<file path="src/rtl/arashi_pkg.sv">
// Shared constants and helpers for the arashi thread-cache arbiter.
// Holds the default sizes and the thread-index width function.
package arashi_pkg;

  localparam int unsigned DefNumThreads = 4;
  localparam int unsigned DefOutDepth   = 4;

  // A single thread still needs a 1-bit index so port widths stay legal.
  function automatic int unsigned tid_width(input int unsigned n);
    return (n > 1) ? $clog2(n) : 1;
  endfunction

endpackage

</file>
<file path="src/rtl/arashi_thread_arbiter_if.sv">
// Handshake bundle between the thread caches, the arbiter and the output consumer.
// The slave side is the arbiter; the master side drives caches and the consumer.
interface arashi_thread_arbiter_if
  import arashi_pkg::*;
#(
  parameter int unsigned DATA_WIDTH  = 32,
  parameter int unsigned NUM_THREADS = DefNumThreads
) ();

  localparam int unsigned TidW = tid_width(NUM_THREADS);

  logic [NUM_THREADS-1:0]                 avail;
  logic [NUM_THREADS-1:0][DATA_WIDTH-1:0] cache_data;
  logic [NUM_THREADS-1:0]                 r_ena;
  logic                                   out_valid;
  logic [DATA_WIDTH-1:0]                  out_data;
  logic [TidW-1:0]                        out_tid;
  logic                                   out_ready;

  modport slave (
    input  avail,
    input  cache_data,
    input  out_ready,
    output r_ena,
    output out_valid,
    output out_data,
    output out_tid
  );

  modport master (
    output avail,
    output cache_data,
    output out_ready,
    input  r_ena,
    input  out_valid,
    input  out_data,
    input  out_tid
  );

endinterface

</file>
<file path="src/rtl/arashi_rr_picker.sv">
// Round-robin picker: first requester after the last granted index, wrapping.
// Purely combinational; the caller registers the result.
module arashi_rr_picker
  import arashi_pkg::*;
#(
  parameter int unsigned NumReq = DefNumThreads,
  parameter int unsigned IdxW   = tid_width(NumReq)
) (
  input  logic [NumReq-1:0] req_i,
  input  logic [IdxW-1:0]   last_i,
  output logic [NumReq-1:0] gnt_o,
  output logic [IdxW-1:0]   idx_o,
  output logic              any_o
);

  logic [IdxW-1:0] cand;

  // NumReq is a power of two, so index arithmetic wraps by truncation;
  // the final iteration revisits last_i itself, allowing back-to-back grants.
  always_comb begin
    gnt_o = '0;
    idx_o = '0;
    any_o = 1'b0;
    cand  = '0;
    for (int unsigned i = 1; i <= NumReq; i++) begin
      cand = last_i + IdxW'(i);
      if (!any_o && req_i[cand]) begin
        any_o       = 1'b1;
        gnt_o[cand] = 1'b1;
        idx_o       = cand;
      end
    end
  end

endmodule

</file>
<file path="src/rtl/arashi_thread_arbiter.sv">
// Arbitrates reads from several thread caches into one in-order output buffer.
// Grant -> r_ena (1 cycle) -> capture (1 cycle) -> buffer head, credit-limited.
module arashi_thread_arbiter
  import arashi_pkg::*;
#(
  parameter int unsigned DATA_WIDTH  = 32,
  parameter int unsigned NUM_THREADS = DefNumThreads,
  parameter int unsigned OUT_DEPTH   = DefOutDepth
) (
  input  logic                          clk,
  input  logic                          rstn,
  arashi_thread_arbiter_if.slave        bus_io
);

  localparam int unsigned TidW = tid_width(NUM_THREADS);
  localparam int unsigned PtrW = $clog2(OUT_DEPTH);
  localparam int unsigned CntW = PtrW + 1;

  // Grant stage
  logic [NUM_THREADS-1:0] gnt;
  logic [TidW-1:0]        gnt_idx;
  logic                   gnt_any;
  logic                   issue;
  logic [NUM_THREADS-1:0] r_ena_q, r_ena_d;
  logic [TidW-1:0]        issue_tid_q;
  logic [TidW-1:0]        last_q, last_d;

  // Capture stage
  logic                   cap_vld_q;
  logic [TidW-1:0]        cap_tid_q;

  // Output buffer
  logic [DATA_WIDTH-1:0]  data_mem_q [OUT_DEPTH];
  logic [TidW-1:0]        tid_mem_q  [OUT_DEPTH];
  logic [PtrW-1:0]        wr_ptr_q, rd_ptr_q;
  logic [CntW-1:0]        count_q, count_d;
  logic [1:0]             pending;
  logic [CntW:0]          occupancy;
  logic                   space;
  logic                   push, pop;
  logic                   out_valid;

  arashi_rr_picker #(
    .NumReq (NUM_THREADS),
    .IdxW   (TidW)
  ) u_picker (
    .req_i  (bus_io.avail),
    .last_i (last_q),
    .gnt_o  (gnt),
    .idx_o  (gnt_idx),
    .any_o  (gnt_any)
  );

  // Reads in flight reserve a slot; a same-cycle pop earns no credit.
  always_comb begin
    pending   = 2'(|r_ena_q) + 2'(cap_vld_q);
    occupancy = {1'b0, count_q} + (CntW + 1)'(pending);
    space     = occupancy < (CntW + 1)'(OUT_DEPTH);
    issue     = gnt_any && space;
    r_ena_d   = issue ? gnt : '0;
    last_d    = issue ? gnt_idx : last_q;
  end

  assign out_valid = (count_q != '0);
  assign push      = cap_vld_q;
  assign pop       = out_valid && bus_io.out_ready;

  always_comb begin
    count_d = count_q;
    unique case ({push, pop})
      2'b10:   count_d = count_q + CntW'(1);
      2'b01:   count_d = count_q - CntW'(1);
      default: count_d = count_q;
    endcase
  end

  always_ff @(posedge clk) begin
    if (!rstn) begin
      r_ena_q     <= '0;
      issue_tid_q <= '0;
      last_q      <= TidW'(NUM_THREADS - 1);
      cap_vld_q   <= 1'b0;
      cap_tid_q   <= '0;
      wr_ptr_q    <= '0;
      rd_ptr_q    <= '0;
      count_q     <= '0;
    end else begin
      r_ena_q     <= r_ena_d;
      issue_tid_q <= gnt_idx;
      last_q      <= last_d;
      cap_vld_q   <= |r_ena_q;
      cap_tid_q   <= issue_tid_q;
      count_q     <= count_d;
      if (push) begin
        wr_ptr_q <= wr_ptr_q + PtrW'(1);
      end
      if (pop) begin
        rd_ptr_q <= rd_ptr_q + PtrW'(1);
      end
    end
  end

  // Storage needs no reset: entries are only observed once count covers them.
  always_ff @(posedge clk) begin
    if (push) begin
      data_mem_q[wr_ptr_q] <= bus_io.cache_data[cap_tid_q];
      tid_mem_q[wr_ptr_q]  <= cap_tid_q;
    end
  end

  assign bus_io.r_ena     = r_ena_q;
  assign bus_io.out_valid = out_valid;
  assign bus_io.out_data  = out_valid ? data_mem_q[rd_ptr_q] : '0;
  assign bus_io.out_tid   = out_valid ? tid_mem_q[rd_ptr_q] : '0;

  a_no_pop_empty: assert property (@(posedge clk) disable iff (!rstn)
    !(pop && count_q == '0));
  a_no_overflow: assert property (@(posedge clk) disable iff (!rstn)
    !(push && !pop && count_q == CntW'(OUT_DEPTH)));
  a_rena_onehot: assert property (@(posedge clk) disable iff (!rstn)
    $onehot0(r_ena_q));

endmodule

</file>
<file path="src/flat_wrapper.sv">
// flat-port wrapper written by rule: the top's interface ports become plain ports
module arashi_thread_arbiter_flat import arashi_pkg::*;
#(
  parameter int unsigned DATA_WIDTH  = 32,
  parameter int unsigned NUM_THREADS = DefNumThreads,
  parameter int unsigned OUT_DEPTH   = DefOutDepth
)
  (clk, rstn, bus_io_avail, bus_io_cache_data, bus_io_out_ready, bus_io_r_ena, bus_io_out_valid, bus_io_out_data, bus_io_out_tid);
  arashi_thread_arbiter_if #(.DATA_WIDTH(DATA_WIDTH), .NUM_THREADS(NUM_THREADS)) bus_io_i ();
  input  logic clk;
  input  logic rstn;
  input wire logic [$bits(bus_io_i.avail)-1:0] bus_io_avail;
  input wire logic [$bits(bus_io_i.cache_data)-1:0] bus_io_cache_data;
  input wire logic [$bits(bus_io_i.out_ready)-1:0] bus_io_out_ready;
  output wire logic [$bits(bus_io_i.r_ena)-1:0] bus_io_r_ena;
  output wire logic [$bits(bus_io_i.out_valid)-1:0] bus_io_out_valid;
  output wire logic [$bits(bus_io_i.out_data)-1:0] bus_io_out_data;
  output wire logic [$bits(bus_io_i.out_tid)-1:0] bus_io_out_tid;
  assign bus_io_i.avail = bus_io_avail;
  assign bus_io_i.cache_data = bus_io_cache_data;
  assign bus_io_i.out_ready = bus_io_out_ready;
  assign bus_io_r_ena = bus_io_i.r_ena;
  assign bus_io_out_valid = bus_io_i.out_valid;
  assign bus_io_out_data = bus_io_i.out_data;
  assign bus_io_out_tid = bus_io_i.out_tid;
  arashi_thread_arbiter #(.DATA_WIDTH(DATA_WIDTH), .NUM_THREADS(NUM_THREADS), .OUT_DEPTH(OUT_DEPTH)) u_core (.clk(clk), .rstn(rstn), .bus_io(bus_io_i));
endmodule
</file>
<file path="config.mk">
export PLATFORM = sky130hd
export DESIGN_NAME = arashi_thread_arbiter_flat
export DESIGN_NICKNAME = d
export VERILOG_FILES = /design/src/rtl/arashi_pkg.sv /design/src/rtl/arashi_thread_arbiter_if.sv /design/src/rtl/arashi_rr_picker.sv /design/src/rtl/arashi_thread_arbiter.sv /design/src/flat_wrapper.sv
export SDC_FILE = /design/constraint.sdc
export NUM_CORES = 1
export LEC_CHECK = 0
export ABC_CLOCK_PERIOD_IN_PS = 3300
export CORE_MARGIN = 2
export CORE_UTILIZATION = 35
export CTS_BUF_LIST = sky130_fd_sc_hd__clkbuf_8 sky130_fd_sc_hd__clkbuf_16
export DETAILED_ROUTE_END_ITERATION = 8
export GPL_ROUTABILITY_DRIVEN = 0
export RECOVER_POWER = 25
export SYNTH_ARGS = -nofsm -noshare
export SYNTH_HDL_FRONTEND = slang
export SYNTH_SLANG_ARGS = --single-unit
export TNS_END_PERCENT = 100
</file>
<file path="constraint.sdc">
create_clock -name clk -period 3.3 [get_ports clk]
set_input_delay 0.495 -clock clk [delete_from_list [all_inputs] [get_ports clk]]
set_output_delay 0.495 -clock clk [all_outputs]
set_load 0.05 [all_outputs]
</file>
After elaboration in Yosys (flattened, before gate mapping)
Memory sizes are Yosys's and may differ from the RTL's. A register that Yosys moved wholly into a read port is not among the register bits.
Cells that the tools add are included.

storage, ports and cells
  register bits after elaboration = 18
  bits in writable memories = 136
  input port bits = 135
  memories = 2

operators by class
  add/sub/neg operators = 9
  magnitude comparators = 10
  equal/unequal tests = 2
  multiplexer cells = 39
  bitwise operators = 3
  reductions and logical operators = 16

memory list
  memory             depth  width  rd ports  clocked after Yosys merged registers in  wr ports  RTL line                     text
  u_core.data_mem_q  4      32     1         1                                        1         arashi_thread_arbiter.sv:33  logic [DATA_WIDTH-1:0] data_mem_q [OUT_DEPTH];
  u_core.tid_mem_q   4      2      1         1                                        1         arashi_thread_arbiter.sv:34  logic [TidW-1:0] tid_mem_q [OUT_DEPTH];

operators with widths
  cell                                                                                  count
  32-bit binary-select mux with 2-bit select                                            1
  32-bit 2-to-1 mux                                                                     2
  2-bit 2-to-1 mux                                                                      9
  4-bit 2-to-1 mux                                                                      4
  2-bit by 3-bit < comparator with 1-bit output (second input constant)                 5
  1-bit 2-to-1 mux                                                                      14
  4-bit bitwise OR                                                                      3
  1-bit logical AND                                                                     9
  1-bit binary-select mux with 2-bit select                                             4
  1-bit demux with 2-bit select                                                         4
  2-bit by 1-bit greater-or-equal comparator with 1-bit output (second input constant)  4
  2-bit by 1-bit adder with 2-bit output (second input constant)                        3
  3-bit case mux with 2 select lines                                                    1
  2-bit adder (second input constant)                                                   2
  3-bit by 2-bit adder with 4-bit output                                                1
  4-bit by 3-bit < comparator with 1-bit output (second input constant)                 1
  4-bit OR reduction                                                                    1
  3-bit by 1-bit adder with 3-bit output (second input constant)                        1
  1-bit zero test                                                                       3
  3-bit nonzero test                                                                    1
  3-bit by 1-bit subtractor with 3-bit output (second input constant)                   1
  1-bit by 1-bit adder with 2-bit output                                                1
  2-bit by 1-bit equality test with 1-bit output (second input constant)                1
  2-bit equality test (second input constant)                                           1
  other kinds (2)                                                                       2

Depth between registers and ports, before layout
Gate-level depths: netlist of run 1.

  depth in word-level cells = 15
  mapped depth = 9
  mapped depth without buffers = 8

Hierarchy
Synthesis of run 1 repeated with hierarchy kept, for this count alone.

unflattened totals
  cells, all modules = 424
  area total of the unflattened synthesis = 7,417.1 µm²

by module, submodules not included
  module                 instances  cells an instance  area each (µm²)  seq. area each (µm²)
  arashi_thread_arbiter  1          338                6,787.8          4,484.3
  arashi_rr_picker       1          86                 629.4            0.0

Worst setup path before layout of run 1
No wires, ideal clock.

  kind = flip-flop to flip-flop
  from = reg u_core.r_ena_q[1] (netlist: u_core.bus_io.r_ena[1])
  to = reg u_core.last_q[0]
  data arrival time = 2.323 ns
  data required time = 3.226 ns
  slack = 0.903 ns
  cell stages (with the launch flop) = 8
  cell sequence = dfxtp_1 -> or4_1 -> ha_1 -> a21o_1 -> a211oi_1 -> o21ai_0 -> and3_1 -> a31oi_1

on the way
  word-level cells in the longest chain between the ends = 5

ends and longest elaborated chain
  what                                           RTL line                     text
  from (decl)                                    arashi_thread_arbiter.sv:24  logic [NUM_THREADS-1:0] r_ena_q, r_ena_d;
  from (signal assigned)                         arashi_thread_arbiter.sv:88  r_ena_q <= r_ena_d;
  4-bit OR reduction                             arashi_thread_arbiter.sv:56  pending = 2'(|r_ena_q) + 2'(cap_vld_q);
  1-bit by 1-bit adder with 2-bit output         arashi_thread_arbiter.sv:56
  3-bit by 2-bit adder with 4-bit output         arashi_thread_arbiter.sv:57  occupancy = {1'b0, count_q} + (CntW + 1)'(pending);
  4-bit by 3-bit < comparator with 1-bit output  arashi_thread_arbiter.sv:58  space = occupancy < (CntW + 1)'(OUT_DEPTH);
  1-bit logical AND                              arashi_thread_arbiter.sv:59  issue = gnt_any && space;
  to (signal assigned)                           arashi_thread_arbiter.sv:81  last_q <= TidW'(NUM_THREADS - 1);
  to (signal assigned)                           arashi_thread_arbiter.sv:90  last_q <= last_d;
  to (decl)                                      arashi_thread_arbiter.sv:26  logic [TidW-1:0] last_q, last_d;

Every way passes these cells.
A chain may end at the register's enable or synchronous reset.

==> impl_results.md, run 1 <==
* #FFs+latches synth at 156
* Final nets at 705
* Final Cycle Share at 93.2%
* Worst slew margin at -25.6%
* Root Buffer: clkbuf_16
* Post-synth top flop: edfxtp_1
* Failing checks: capacitance limit, slew limit
* Initial core utilization at 35.3%
* DRT Pass-1 Iters at 4
* Wire length per cell at 19.7 µm
* GRT Overall Usage at 16.1%
* Final setup viols at 0
* Sw frac at 36.1%
* CTS tree: yes
* H-tree levels at 4
* Most crowded layer after global routing: met2
* Clk_lat worst skew at 0.41 ns
* Post-Layout Cell Count at 838
* Worst path bufs/invs at 2
* Chip Height at 146 µm
* Met2 GRT Util at 28.4%
* Core Region at 20100 µm²
* CP max FO at 31
* WHS Path Cells at 1
* Fin crit period at 3.08 ns
* CP Class: flop to output port
* Most numerous cell in the Yosys netlist: edfxtp_1
* Clock buffer depth at 2
* Avg Inst Size Synth at 18.6 µm²
* Largest net degree at the start of global routing at 37
* RSZ-0062 raised after global routing: false
* WHS Endpoint: u_core.cap_tid_q[1]$_SDFF_PN0_
* Post-detailed-placement half-perimeter wirelength at 11.0 mm
* Max_cap viols at 3
* Clock transition at path regs at 0.06 ns
* GR Util met1 at 19.2%
* GRT overflow at 0
* First-pass GRT wire length at 25.9 mm
* Seq pwr share at 32.9%
* IO buf count at 173
* Vias per cell at 4.99
* Async set-reset flop share out of synthesis at 0%
* Post-route DRC at 0
* Hold Startpoint: u_core.issue_tid_q[1]$_SDFF_PN0_
* Synth area leader: edfxtp_1
* Setup TNS at 0 ns
* Final Max Slew Viols at 107
* Ranking of synthesized cells by area: edfxtp_1, mux4_2, dfxtp_1
* Register area share after synthesis at 63.1%
* Initial DRC Count at 213
* Worst path cell trace: buf_12 -> mux4_2 -> and2_1 -> clkdlybuf4s50_1
* Syn Std Cell Area at 7100 µm²
* Slowest stage cell, crit path: clkdlybuf4s50_1
* Fmax at 325 MHz
* Worst reg2reg path depth at 7
* Hold_buf cts at 0
* CP max stage delay at 0.73 ns
* Worst hold-check path type: flop to flop
* Die ar. at 21400 µm²
* Net switching power at 3.12 mW
* Top cells by count, synth: edfxtp_1, mux4_2, and2_1
* Filler instances at 1674
* Combinational share of power at 42.8%
* Family with the most delay on the worst path: buffers and inverters
* Row count at 52
* Worst vdd ir at 462 µV
* Area Growth Syn to Fin at 37.9%
* Via count at 4178
* R2R setup slack at 0.73 ns
* Syn Nets at 531
* ANT cells at 0
* P per Cell Area at 881 nW/µm²
* Crit path DAT at 2.58 ns
* Post-CTS resize count at 0
* Met3 usage at 4.13%
* Initial antenna violation count at 1
* Antenna viol nets, final at 0
* CTS Buf Count at 17
* Layout cells sized above 1 at 19.7%
* Status: complete, but fails checks
* IO Pins at 174
* Synthesis Warnings at 0
* Die X at 146 µm
* Leak at 3.21 nW
* Clock power share at 24.3%
* Cells after Synth at 381
* Worst slew pin tran at 1.88 ns
* WP data required at 2.80 ns
* EDFF count, synth at 136
* Cells after DPL at 806
* Share of the synthesized area in the top cell type at 57.5%
* Vias in the first global route at 4648
* Final hold vios at 0
* CP endpoint kind: output port
* Internal at 5.51 mW
* End of the worst register-to-register path: u_core.last_q[1]$_SDFFE_PN1P_
* Total Routed Length at 16.5 mm
* Distinct cells, synth at 42
* Clk_skew at 0.00803 ns
* CP startpoint kind: flop
* Critical R2R Launch: u_core.last_q[0]$_SDFFE_PN1P_
* Setup bufs post-CTS at 0
* CTS Sinks at 156
layout by cell type (no fill, tap or decap), types with 2 or more instances in the layout:
cell type	synthesis	routed
or3_1	2	2
and2_2	0	2
clkdlybuf4s50_1	0	171
clkinv_4	0	3
a221o_1	2	2
clkinv_1	0	2
and2_0	0	2
bufinv_16	0	5
edfxtp_1	136	136
nor2b_1	4	4
inv_1	12	13
clkbuf_16	0	17
nand2_1	9	9
mux4_2	68	68
o21ai_0	3	3
xnor2_1	3	3
xor2_1	2	2
clkinvlp_4	0	2
buf_4	0	3
nor3b_2	2	2
nor3_1	2	2
inv_6	0	2
ha_1	14	14
buf_12	0	3
nor2_1	4	4
dfxtp_1	20	18
a221oi_1	8	8
and2_1	46	42
dfxtp_2	0	2
stage by stage:
step	setup slack, ns	total power, mW	cell area [µm²]	hold slack (ns)	utilization (%)
after global placement	0.620	6.56	9150	0.418	45.5
after global routing	0.0943	9.05	9790	0.456	48.7
after CTS	0.161	8.74	9800	0.437	48.7
after detailed placement	0.612	6.63	9150	0.423	45.5
final	0.223	8.63	9790	0.434	48.7
after floorplan	0.903	5.35	7100	0.412	-
power groups by stage:
stage          logic (mW)  clock network [mW]  registers, mW
2_1_floorplan        2.54                   0           2.81
3_3_place_gp         3.69                   0           2.86
3_5_place_dp         3.75                   0           2.89
4_1_cts              3.76                2.14           2.85
5_1_grt              3.96                2.21           2.88
6_report             3.70                2.10           2.84
worst reg2reg max path, cell delays in order, from the launching register on:
cell and delay, ns:
dfxtp_1 0.66, inv_1 0.28, ha_1 0.47, mux4_1 0.32
nor2b_4 0.17, nor3b_2 0.16, nor3b_2 0.20, o221ai_1 0.15
logic make-up (layout without fill, tap and decap cells):
family	Yosys count	after routing	share of synthesized area (%)
DFF	156	156	63.1
and+or+nand+nor	78	78	6.78
muxes	70	70	22.1
buffers and inverters	35	222	2.08
AOI/OAI and AO/OA	22	22	2.55
adders and majority gates	15	15	2.75
xor gates and xnor gates	5	5	0.617
layout make-up:
cell class | count | area [µm²] | share of cell area [%]
clock buffer | 17 | 425 | 4.34
timing repair buffer | 178 | 1800 | 18.4
clock inverter | 15 | 220 | 2.25
tap | 270 | 338 | 3.45
multi-input combinational | 190 | 2470 | 25.2
inverter | 12 | 45.0 | 0.460
sequential | 156 | 4490 | 45.8
how the worst max path moves through the flow:
| stage | to | slack, ns | cells past startpoint |
|---|---|---|---|
| floorplan | u_core.last_q[0]$_SDFFE_PN1P_ | 0.90 | 7 |
| global placement | bus_io_out_data[21] | 0.62 | 4 |
| detailed placement | bus_io_out_data[21] | 0.61 | 4 |
| CTS | bus_io_out_data[21] | 0.16 | 4 |
| global route | bus_io_out_data[21] | 0.09 | 4 |
| finish | bus_io_out_data[21] | 0.22 | 4 |
layer usage:
layer	routed length [µm]	vias up
li1	-	1897
met1	6840	2141
met2	8560	120
met3	807	18
met4	284	2
met5	10	-
sequential cells by signal (all words and copies together) (netlist names), 2 cells and up, named ones only:
name,flops
u_core.rd_ptr_q,2
u_core.wr_ptr_q,2
u_core.tid_mem_q,8
u_core.cap_tid_q,2
u_core.count_q,3
u_core.bus_io.r_ena,4
u_core.issue_tid_q,2
u_core.data_mem_q,128
u_core.last_q,2
(Power assumes the default switching activity.)
==> inputs of run 2 (changes only) <==
--- a/config.mk
+++ b/config.mk
@@ -12,6 +12,7 @@
 export DETAILED_ROUTE_END_ITERATION = 8
 export GPL_ROUTABILITY_DRIVEN = 0
 export RECOVER_POWER = 25
+export SLEW_MARGIN = 5
 export SYNTH_ARGS = -nofsm -noshare
 export SYNTH_HDL_FRONTEND = slang
 export SYNTH_SLANG_ARGS = --single-unit
==> results of run 2 <==
Same layout as run 1: the final DEF is identical, and so are final timing and power.
==> inputs of run 3 (changes only) <==
--- a/config.mk
+++ b/config.mk
@@ -6,6 +6,7 @@
 export NUM_CORES = 1
 export LEC_CHECK = 0
 export ABC_CLOCK_PERIOD_IN_PS = 3300
+export CORE_ASPECT_RATIO = 0.8
 export CORE_MARGIN = 2
 export CORE_UTILIZATION = 35
 export CTS_BUF_LIST = sky130_fd_sc_hd__clkbuf_8 sky130_fd_sc_hd__clkbuf_16
==> run 3 against run 2 <==
The flow still finishes with violations (capacitance limit, slew limit). Wire length fell by 5.7%. Cell count down 0.60%. Fmax is 1.4% higher. Largest cell class unchanged. Largest power group unchanged.
==> impl_results.md, run 3 (same netlist as run 1, synthesis figures left out) <==
* Setup TNS at 0 ns (unchanged)
* CP Depth at 4 (unchanged)
* R2R setup slack at 0.73 ns (about the same)
* CP max stage delay at 0.72 ns (about the same)
* Max_cap viols at 1 (-2)
* Largest net degree at the start of global routing at 37 (unchanged)
* CP startpoint kind: flop
* Crit path DAT at 2.54 ns (-0.04 ns)
* Setup bufs post-CTS at 0 (unchanged)
* Worst slew pin tran at 1.87 ns (-0.0176 ns)
* Worst path cell trace: buf_12 -> mux4_2 -> and2_1 -> clkdlybuf4s50_1
* Hold slack at 0.447 ns (+0.0126 ns)
* Initial DRC Count at 251 (+18%)
* First-pass GRT wire length at 24.0 mm (-7.2%)
* Die X at 163 µm (+11%)
* Clock transition at path regs at 0.06 ns (about the same)
* CP max FO at 23 (-26%)
* RSZ-0062 raised after global routing: false
* End of the worst register-to-register path: u_core.last_q[1]$_SDFFE_PN1P_
* Worst slew margin at -24.6% (+1.0 points)
* Chip Height at 131 µm (-10%)
* Filler instances at 1695 (+1.3%)
* DRT Pass-1 Iters at 4 (unchanged)
* Root Buffer: clkbuf_16
* Final setup viols at 0 (unchanged)
* Via count at 4189 (+0.26%)
* GRT overflow at 0 (unchanged)
* Fmax at 329 MHz (+1.4%)
* Post-CTS resize count at 0 (unchanged)
* Area Growth Syn to Fin at 36.2%
* Worst vdd ir at 369 µV (-20%)
* Max FFs per register at 128 (unchanged)
* Core Region at 19900 µm² (-1.2%)
* P per Cell Area at 860 nW/µm² (-2.4%)
* Initial antenna violation count at 0 (-1)
* CTS Buf Count at 17 (unchanged)
* CTS Sinks at 156 (unchanged)
* CTS tree: yes
* Tot Pwr at 8.32 mW (-3.6%)
* Family with the most delay on the worst path: buffers and inverters
* Critical R2R Launch: u_core.last_q[0]$_SDFFE_PN1P_
* Vias per cell at 5.03 (+0.87%)
* Clk_skew at 0.00752 ns (-0.000507 ns)
* Final Cycle Share at 92.0% (-1.3 points)
* Vias in the first global route at 4438 (-4.5%)
* CP endpoint kind: output port
* Worst path bufs/invs at 2 (unchanged)
* Status: complete, but fails checks
* Post-route DRC at 0 (unchanged)
* Antenna viol nets, final at 0 (unchanged)
* IO buf count at 173 (unchanged)
* Total Routed Length at 15.6 mm (-5.7%)
* Reg with most FFs: u_core.data_mem_q
* Final hold vios at 0 (unchanged)
* Fin crit period at 3.04 ns (-0.0413 ns)
* Worst hold-check path type: flop to flop
* Final Max Slew Viols at 37 (-65%)
* Leak at 3.19 nW (-0.72%)
* CP Capture Point: bus_io_out_data[13]
* CP Class: flop to output port
* WP data required at 2.80 ns (about the same)
* Most common cell after layout, fill and taps aside: clkdlybuf4s50_1
* Initial core utilization at 35.8% (+0.44 points)
* Clk_lat worst skew at 0.42 ns (about the same)
* Hold_buf cts at 0 (unchanged)
* Row count at 46 (-12%)
* Clock buffer depth at 2 (unchanged)
* GRT Overall Usage at 14.9% (-1.2 points)
* ANT cells at 0 (unchanged)
* Post-detailed-placement half-perimeter wirelength at 10.4 mm (-5.0%)
* Wire length per cell at 18.7 µm (-5.1%)
* Most frequent cells in the layout: clkdlybuf4s50_1, edfxtp_1, mux4_2
* Worst reg2reg path depth at 7 (unchanged)
* Failing checks: capacitance limit, slew limit
* Final nets at 706 (+0.14%)
* Layout cells sized above 1 at 22.1% (+2.4 points)
* H-tree levels at 4 (unchanged)
* Die ar. at 21500 µm² (about the same)
* Slowest stage cell, crit path: clkdlybuf4s50_1
* IO Pins at 174 (unchanged)
## run 3: changes by cell type in the layout (fill, tap and decap cells not counted), moves of 3 or more
cell and delta:
and2_1 -3, clkdlybuf4s50_1 -10, clkinv_2 +3, buf_4 +12
bufinv_16 -3
## run 3: worst min path at each step
stage                                startpoint                        endpoint  cells after the start  slack (ns)
3_3_place_gp   u_core.issue_tid_q[1]$_SDFF_PN0_  u_core.cap_tid_q[1]$_SDFF_PN0_                      1        0.42
2_1_floorplan  u_core.issue_tid_q[0]$_SDFF_PN0_  u_core.cap_tid_q[0]$_SDFF_PN0_                      1        0.41
6_report       u_core.issue_tid_q[0]$_SDFF_PN0_  u_core.cap_tid_q[0]$_SDFF_PN0_                      1        0.45
5_1_grt        u_core.issue_tid_q[1]$_SDFF_PN0_  u_core.cap_tid_q[1]$_SDFF_PN0_                      1        0.44
3_5_place_dp   u_core.issue_tid_q[1]$_SDFF_PN0_  u_core.cap_tid_q[1]$_SDFF_PN0_                      1        0.42
4_1_cts        u_core.issue_tid_q[1]$_SDFF_PN0_  u_core.cap_tid_q[1]$_SDFF_PN0_                      1        0.44
## run 3: final cells by class
type                            count  area [µm²]  area share [%]
Sequential cell                   156        4490            46.4
Tap cell                          264         330            3.42
Clock inverter                     15         148            1.53
Inverter                           12        45.0           0.466
Multi-Input combinational cell    190        2470            25.6
Timing Repair Buffer              179        1760            18.2
Clock buffer                       17         425            4.40
## run 3: report_power, final
group / switching (mW) / internal (mW)
logic: 2.10 / 1.52
clock network: 0.755 / 1.11
registers: 0.218 / 2.61
## run 3: layer usage
metal / global-route usage (%) / up-vias / share of wire, %
li1: - / 1898 / -
met1: 18.3 / 2136 / 42
met2: 25.4 / 143 / 50
met3: 3.91 / 12 / 6.5
met4: 5.16 / 0 / 1.1
met5: 0 / - / 0
## run 3: per-stage QoR
| stage | instances | setup slack, ns | util [%] | instance area, µm² |
|---|---|---|---|---|
| 4_1_cts | 833 | 0.192 | 48.8 | 9690 |
| 6_report | 833 | 0.265 | 48.7 | 9670 |
| 5_1_grt | 833 | 0.127 | 48.7 | 9670 |
| 3_3_place_gp | 801 | 0.685 | 45.9 | 9110 |
| 3_5_place_dp | 801 | 0.664 | 45.9 | 9110 |
| 2_1_floorplan | 381 | 0.903 | - | 7100 |
